$ cat config.mk
export PLATFORM = sky130hd
export DESIGN_NAME = dmem_arbiter_flat
export DESIGN_NICKNAME = d
export VERILOG_FILES = /design/src/rtl/dmem_arbiter_if.sv /design/src/rtl/dmem_arbiter.sv /design/src/flat_wrapper.sv
export SDC_FILE = /design/constraint.sdc
export NUM_CORES = 1
export LEC_CHECK = 0
export BUFFER_PORTS_ARGS = -buffer_cell sky130_fd_sc_hd__buf_2
export CAP_MARGIN = 20
export CORE_UTILIZATION = 40
export DETAILED_ROUTE_END_ITERATION = 8
export PLACE_DENSITY = 0.73
export SYNTH_ARGS = -nofsm -noshare
export SYNTH_HDL_FRONTEND = slang
export SYNTH_SLANG_ARGS = --single-unit
export TNS_END_PERCENT = 50
$ cat constraint.sdc
create_clock -name clk -period 2.05 [get_ports clk]
set_input_delay 0.1025 -clock clk [delete_from_list [all_inputs] [get_ports clk]]
set_output_delay 0.1025 -clock clk [all_outputs]
set_load 0.01 [all_outputs]
$ cat src/rtl/dmem_arbiter_if.sv
// One requester port of the data-memory arbiter: a command from the requester
// and a registered acknowledge, read word and error flag back to it.
interface dmem_arbiter_if #(
    parameter int ADDR_W = 32,
    parameter int DATA_W = 32
);
    logic              req;
    logic              we;
    logic [ADDR_W-1:0] addr;
    logic [DATA_W-1:0] wdata;
    logic              ack;
    logic [DATA_W-1:0] rdata;
    logic              err;

    modport master (output req, we, addr, wdata, input ack, rdata, err);
    modport slave  (input req, we, addr, wdata, output ack, rdata, err);
endinterface

$ cat src/rtl/dmem_arbiter.sv
// Round-robin two-port arbiter/sequencer for the single data memory (IDLE -> ACCESS -> RESPOND).
// Define DMEM_ARB_ALIGN_CHECK_EN to reject word accesses with addr[1:0] != 0 without touching memory.
module dmem_arbiter #(
    parameter int ADDR_W = 32,
    parameter int DATA_W = 32
) (
    input  logic              clk,
    input  logic              reset,
    dmem_arbiter_if.slave     a,
    dmem_arbiter_if.slave     b,
    output logic              mem_read,
    output logic              mem_write,
    output logic [ADDR_W-1:0] mem_addr,
    output logic [DATA_W-1:0] mem_wdata,
    input  logic [DATA_W-1:0] mem_rdata,
    output logic              busy
);
    typedef enum logic [1:0] {IDLE, ACCESS, RESPOND} state_e;
    typedef enum logic {PORT_A, PORT_B} port_e;

    state_e            state, state_d;
    port_e             last_grant, winner;
    logic              grant, misalign_sel;
    logic              a_live, b_live;
    logic              sel_we;
    logic [ADDR_W-1:0] sel_addr;
    logic [DATA_W-1:0] sel_wdata;
    logic              cmd_we, cmd_err;
    logic [ADDR_W-1:0] cmd_addr;
    logic [DATA_W-1:0] cmd_wdata;
    logic              a_ack_q, b_ack_q;
    logic [DATA_W-1:0] a_rdata_q, b_rdata_q;

    // A request still high while any ack is out belongs to the transaction just finished.
    assign a_live = a.req && !(a_ack_q || b_ack_q);
    assign b_live = b.req && !(a_ack_q || b_ack_q);

    always_comb begin
        // NOTE: every signal written here gets a default first, so no path can infer a latch.
        state_d      = state;
        grant        = 1'b0;
        winner       = PORT_A;
        misalign_sel = 1'b0;
        if (b_live && (!a_live || last_grant == PORT_A))
            winner = PORT_B;
        sel_we    = (winner == PORT_B) ? b.we    : a.we;
        sel_addr  = (winner == PORT_B) ? b.addr  : a.addr;
        sel_wdata = (winner == PORT_B) ? b.wdata : a.wdata;
`ifdef DMEM_ARB_ALIGN_CHECK_EN
        misalign_sel = (sel_addr[1:0] != 2'b00);
`endif
        case (state)
            IDLE: begin
                if (a_live || b_live) begin
                    grant   = 1'b1;
                    state_d = misalign_sel ? RESPOND : ACCESS;
                end
            end
            ACCESS:  state_d = RESPOND;
            RESPOND: state_d = IDLE;
            default: state_d = IDLE;
        endcase
    end

    always_ff @(posedge clk) begin
        // NOTE: sequential state uses non-blocking assignments so every register samples pre-edge values.
        if (reset)
            state <= IDLE;
        else
            state <= state_d;
    end

    // Command latch, memory strobes and per-port responses, all registered.
    always_ff @(posedge clk) begin
        if (reset) begin
            last_grant <= PORT_B;
            cmd_we     <= 1'b0;
            cmd_err    <= 1'b0;
            cmd_addr   <= '0;
            cmd_wdata  <= '0;
            mem_read   <= 1'b0;
            mem_write  <= 1'b0;
            a_ack_q    <= 1'b0;
            b_ack_q    <= 1'b0;
            a_rdata_q  <= '0;
            b_rdata_q  <= '0;
        end else begin
            mem_read  <= grant && !misalign_sel && !sel_we;
            mem_write <= grant && !misalign_sel && sel_we;
            a_ack_q   <= (state == RESPOND) && (last_grant == PORT_A);
            b_ack_q   <= (state == RESPOND) && (last_grant == PORT_B);
            if (grant) begin
                last_grant <= winner;
                cmd_we     <= sel_we;
                cmd_err    <= misalign_sel;
                cmd_addr   <= sel_addr;
                cmd_wdata  <= sel_wdata;
            end
            if (state == RESPOND && (cmd_err || !cmd_we)) begin
                if (last_grant == PORT_A)
                    a_rdata_q <= cmd_err ? '0 : mem_rdata;
                else
                    b_rdata_q <= cmd_err ? '0 : mem_rdata;
            end
        end
    end

`ifdef DMEM_ARB_ALIGN_CHECK_EN
    logic a_err_q, b_err_q;

    always_ff @(posedge clk) begin
        if (reset) begin
            a_err_q <= 1'b0;
            b_err_q <= 1'b0;
        end else begin
            a_err_q <= (state == RESPOND) && (last_grant == PORT_A) && cmd_err;
            b_err_q <= (state == RESPOND) && (last_grant == PORT_B) && cmd_err;
        end
    end

    assign a.err = a_err_q;
    assign b.err = b_err_q;
`else
    assign a.err = 1'b0;
    assign b.err = 1'b0;
`endif

    assign a.ack     = a_ack_q;
    assign b.ack     = b_ack_q;
    assign a.rdata   = a_rdata_q;
    assign b.rdata   = b_rdata_q;
    assign mem_addr  = cmd_addr;
    assign mem_wdata = cmd_wdata;
    assign busy      = (state != IDLE);
endmodule

$ cat src/flat_wrapper.sv
// flat-port wrapper written by rule: the top's interface ports become plain ports
module dmem_arbiter_flat 
#(
    parameter int ADDR_W = 32,
    parameter int DATA_W = 32
)
  (clk, reset, mem_read, mem_write, mem_addr, mem_wdata, mem_rdata, busy, a_req, a_we, a_addr, a_wdata, a_ack, a_rdata, a_err, b_req, b_we, b_addr, b_wdata, b_ack, b_rdata, b_err);
  dmem_arbiter_if #(.ADDR_W(ADDR_W), .DATA_W(DATA_W)) a_i ();
  dmem_arbiter_if #(.ADDR_W(ADDR_W), .DATA_W(DATA_W)) b_i ();
  input  logic clk;
  input  logic reset;
  output logic mem_read;
  output logic mem_write;
  output logic [ADDR_W-1:0] mem_addr;
  output logic [DATA_W-1:0] mem_wdata;
  input  logic [DATA_W-1:0] mem_rdata;
  output logic busy;
  input wire logic [$bits(a_i.req)-1:0] a_req;
  input wire logic [$bits(a_i.we)-1:0] a_we;
  input wire logic [$bits(a_i.addr)-1:0] a_addr;
  input wire logic [$bits(a_i.wdata)-1:0] a_wdata;
  output wire logic [$bits(a_i.ack)-1:0] a_ack;
  output wire logic [$bits(a_i.rdata)-1:0] a_rdata;
  output wire logic [$bits(a_i.err)-1:0] a_err;
  input wire logic [$bits(b_i.req)-1:0] b_req;
  input wire logic [$bits(b_i.we)-1:0] b_we;
  input wire logic [$bits(b_i.addr)-1:0] b_addr;
  input wire logic [$bits(b_i.wdata)-1:0] b_wdata;
  output wire logic [$bits(b_i.ack)-1:0] b_ack;
  output wire logic [$bits(b_i.rdata)-1:0] b_rdata;
  output wire logic [$bits(b_i.err)-1:0] b_err;
  assign a_i.req = a_req;
  assign a_i.we = a_we;
  assign a_i.addr = a_addr;
  assign a_i.wdata = a_wdata;
  assign a_ack = a_i.ack;
  assign a_rdata = a_i.rdata;
  assign a_err = a_i.err;
  assign b_i.req = b_req;
  assign b_i.we = b_we;
  assign b_i.addr = b_addr;
  assign b_i.wdata = b_wdata;
  assign b_ack = b_i.ack;
  assign b_rdata = b_i.rdata;
  assign b_err = b_i.err;
  dmem_arbiter #(.ADDR_W(ADDR_W), .DATA_W(DATA_W)) u_core (.clk(clk), .reset(reset), .a(a_i), .b(b_i), .mem_read(mem_read), .mem_write(mem_write), .mem_addr(mem_addr), .mem_wdata(mem_wdata), .mem_rdata(mem_rdata), .busy(busy));
endmodule
==> results.sh <==
export IMPL_wl_per_cell_um=16.1
export IMPL_syn2layout_area_growth_pct=48.1
export IMPL_highest_layer="met4"
export IMPL_io_buffers=298
export IMPL_grt_util_all_layers=0.256
export IMPL_crit_buf_inv=1
export IMPL_met3_length_um=1560
export IMPL_crit_family="simple AND/OR/NAND/NOR gates"
export IMPL_clk_latency_ns=0.42
export IMPL_synth_distinct_cells=27
export IMPL_ys_ff_latch=136
export IMPL_synth_area_um2=5660
export IMPL_setup_viol=0
export IMPL_fp_dieArea_um2=14600
export IMPL_async_reset_ff_frac=0
export IMPL_fp_coreArea_um2=13800
export IMPL_power_density_nw_per_um2=905
export IMPL_synth_flop_cell="dfxtp_1"
export IMPL_hold_viol=0
export IMPL_hold_buffers=42
export IMPL_status="finished, final reports clean"
export IMPL_fin_crit_sh=0.981
export IMPL_crit_path_start_kind="flop"
export IMPL_synth_edf_count=0
export IMPL_viasPerCell=5.34
export IMPL_grt_overflow_total=0
export IMPL_wl_met1_um=7580
export IMPL_ir_drop_mv=0.539
export IMPL_tritoncts="done"
export IMPL_drtIter0Drc=429
export IMPL_setup_tns_ns=0
export IMPL_routed_wl_um=19200
export IMPL_clock_sinks=136
export IMPL_skew_ns=0.00944
export IMPL_clk_pin_slew_ns=0.06
export IMPL_hold_start="a_addr[22]"
export IMPL_cts_buffers_inserted=17
export IMPL_cap_violations=0
export IMPL_num_vias=6329
export IMPL_fmax_mhz=497
export IMPL_worstPathRequired_ns=2.35
export IMPL_hold_path_depth=3
export IMPL_grt_pass1_wl_um=29200
export IMPL_worstSetupPathType="flop to flop"
export IMPL_r2r_end="u_core.mem_wdata[22]$_SDFFE_PP0N_"
export IMPL_regToRegSetupSlack_ns=0.04
export IMPL_nets=1160
export IMPL_wl_met2_um=9470
export IMPL_htree_levels=4
export IMPL_worstRegToRegCells=4
export IMPL_critPathCaptureType="flop"
export IMPL_timing_final_crit_period_ns=2.01
export IMPL_slew_violations=0
export IMPL_grt_max_degree=74
export IMPL_antenna_cells=0
export IMPL_root_buffer="clkbuf_16"
export IMPL_crit_arrival_ns=2.31
export IMPL_max_slew_margin=0.509
export IMPL_min_path_type="input port to flop"
export IMPL_rsz0062_at_grt="false"
export IMPL_min_to="u_core.mem_addr[22]$_SDFFE_PP0N_"
export IMPL_worstMarginPinSlew_ns=0.737
export IMPL_gp_congestion=0.792
export IMPL_rows=43
export IMPL_worst_path_max_fanout=24
export IMPL_io_pins=301
export IMPL_drc=0
export IMPL_path_cells="or4_2 -> or2_2 -> buf_4 -> o31ai_1"
export IMPL_synth_warnings=0
export IMPL_utilization=0.606
export IMPL_avgSynthCellArea_um2=8.17
export IMPL_postCtsSetupBuffers=0
export IMPL_dp_final_hpwl_um=12400
export IMPL_die_h_um=121
export IMPL_die_w_um=121
export IMPL_r2r_start="u_core.state[1]$_SDFFE_PP0P_"
export IMPL_drtAntennaViolNets=0
export IMPL_cpMaxStageDelayCell="or4_2"
export IMPL_firstDrtPassIters=5
export IMPL_synth_cells=693
export IMPL_ys_seq_area_frac=0.481
export IMPL_start_util=0.409
export IMPL_grt_pass1_vias=5775
export IMPL_leakage_nw=3.63
export IMPL_cts_resized=0
export IMPL_grt_antenna_before_repair=0
export IMPL_layout_drive_gt1_share=0.362
export IMPL_cts_buffer_depth=2
export IMPL_critical_path_max_stage_delay_ns=0.70
[power by group]
group | leakage, nW | internal [mW] | switching [mW] | total, mW
logic | 2.22 | 0.534 | 0.728 | 1.26
registers | 1.11 | 2.84 | 0.104 | 2.95
clock network | 0.305 | 2.22 | 1.15 | 3.37
total | 3.63 | 5.60 | 1.99 | 7.58
[cells by family after synthesis]
group,share of synthesized area
and+or+nand+nor,0.105
buffers and inverters,0.0623
DFF,0.481
other,0.000662
AOI/OAI and AO/OA,0.351
[stage by stage]
step	cell area [um^2]	hold WS (ns)	power [mW]	std cells	setup WS [ns]
5_1_grt	8380	0.0130	7.89	1186	0.0295
2_1_floorplan	5660	0.238	3.65	694	0.214
3_5_place_dp	7310	0.359	4.20	1113	0.121
6_report	8380	0.0124	7.58	1186	0.0385
4_1_cts	8380	0.000123	7.63	1186	0.0990
3_3_place_gp	7310	0.356	4.19	1113	0.178
[routing by layer]
metal	up-vias	track usage
met5	-	0
met4	0	0.120
met3	34	0.0799
met2	269	0.429
met1	2911	0.296
li1	3115	-
[worst register-to-register path: cells and delay by family (launching register included)]
kind / cells / cell delay [ns]
simple gates: 2 / 1.04
buf+inv: 1 / 0.24
compound gates: 1 / 0.32
flops: 1 / 0.31
[cells in the mapped netlist (all sizes together), types with 2 or more instances]
library cell | instances | area [um^2]
o211ai | 65 | 488
nor4bb | 2 | 20.0
nand2 | 128 | 480
o21ai | 65 | 325
or2 | 2 | 12.5
o31ai | 65 | 488
nor2 | 4 | 15.0
a21oi | 128 | 641
clkbuf | 77 | 289
buf | 6 | 60.1
dfxtp | 136 | 2720
nor4b | 2 | 17.5
[state kept, by name, summed over array words and instances (netlist names)]
| register | cells |
|---|---|
| u_core.a.ack | 1 |
| u_core.a.rdata | 32 |
| u_core.b.ack | 1 |
| u_core.b.rdata | 32 |
| u_core.cmd_we | 1 |
| u_core.last_grant | 1 |
| u_core.mem_addr | 32 |
| u_core.mem_read | 1 |
| u_core.mem_wdata | 32 |
| u_core.mem_write | 1 |
| u_core.state | 2 |
[layout make-up]
class / instances / area (um^2)
timing repair buffer: 364 / 2140
sequential: 136 / 2720
clock inverter: 11 / 194
multi-input combinational: 474 / 2640
inverter: 1 / 5.00
clock buffer: 20 / 457
tap: 180 / 225
fill: 1246 / 5440
[worst max path at each step]
stage	startpoint	end	depth (start not counted)
3_5_place_dp	u_core.state[1]$_SDFFE_PP0P_	u_core.mem_wdata[22]$_SDFFE_PP0N_	4
3_3_place_gp	u_core.state[1]$_SDFFE_PP0P_	u_core.mem_wdata[26]$_SDFFE_PP0N_	4
5_1_grt	u_core.state[1]$_SDFFE_PP0P_	u_core.mem_wdata[14]$_SDFFE_PP0N_	4
2_1_floorplan	u_core.state[1]$_SDFFE_PP0P_	u_core.mem_addr[25]$_SDFFE_PP0N_	7
4_1_cts	u_core.state[1]$_SDFFE_PP0P_	u_core.mem_wdata[22]$_SDFFE_PP0N_	4
6_report	u_core.state[1]$_SDFFE_PP0P_	u_core.mem_wdata[22]$_SDFFE_PP0N_	4
[placed cells by master, fill, tap and decap left out, types with 2 or more instances in the layout]
master         netlist  final
clkinvlp_4           0      4
buf_12               0      4
conb_1               1      2
nor2_4               0      2
o31ai_1             65     65
nor2_1               4      2
bufinv_16            0      5
buf_4                2     20
dfxtp_1            136    136
o211ai_1            65     65
o21ai_0             65     65
buf_2                0    298
dlygate4sd3_1        0     42
clkbuf_8             0      2
nand2_1            128    128
or2_2                1      2
a21oi_1            128    128
clkbuf_16            0     17
clkinv_2             0      2
Note: power is estimated with default switching activity, not from simulation.
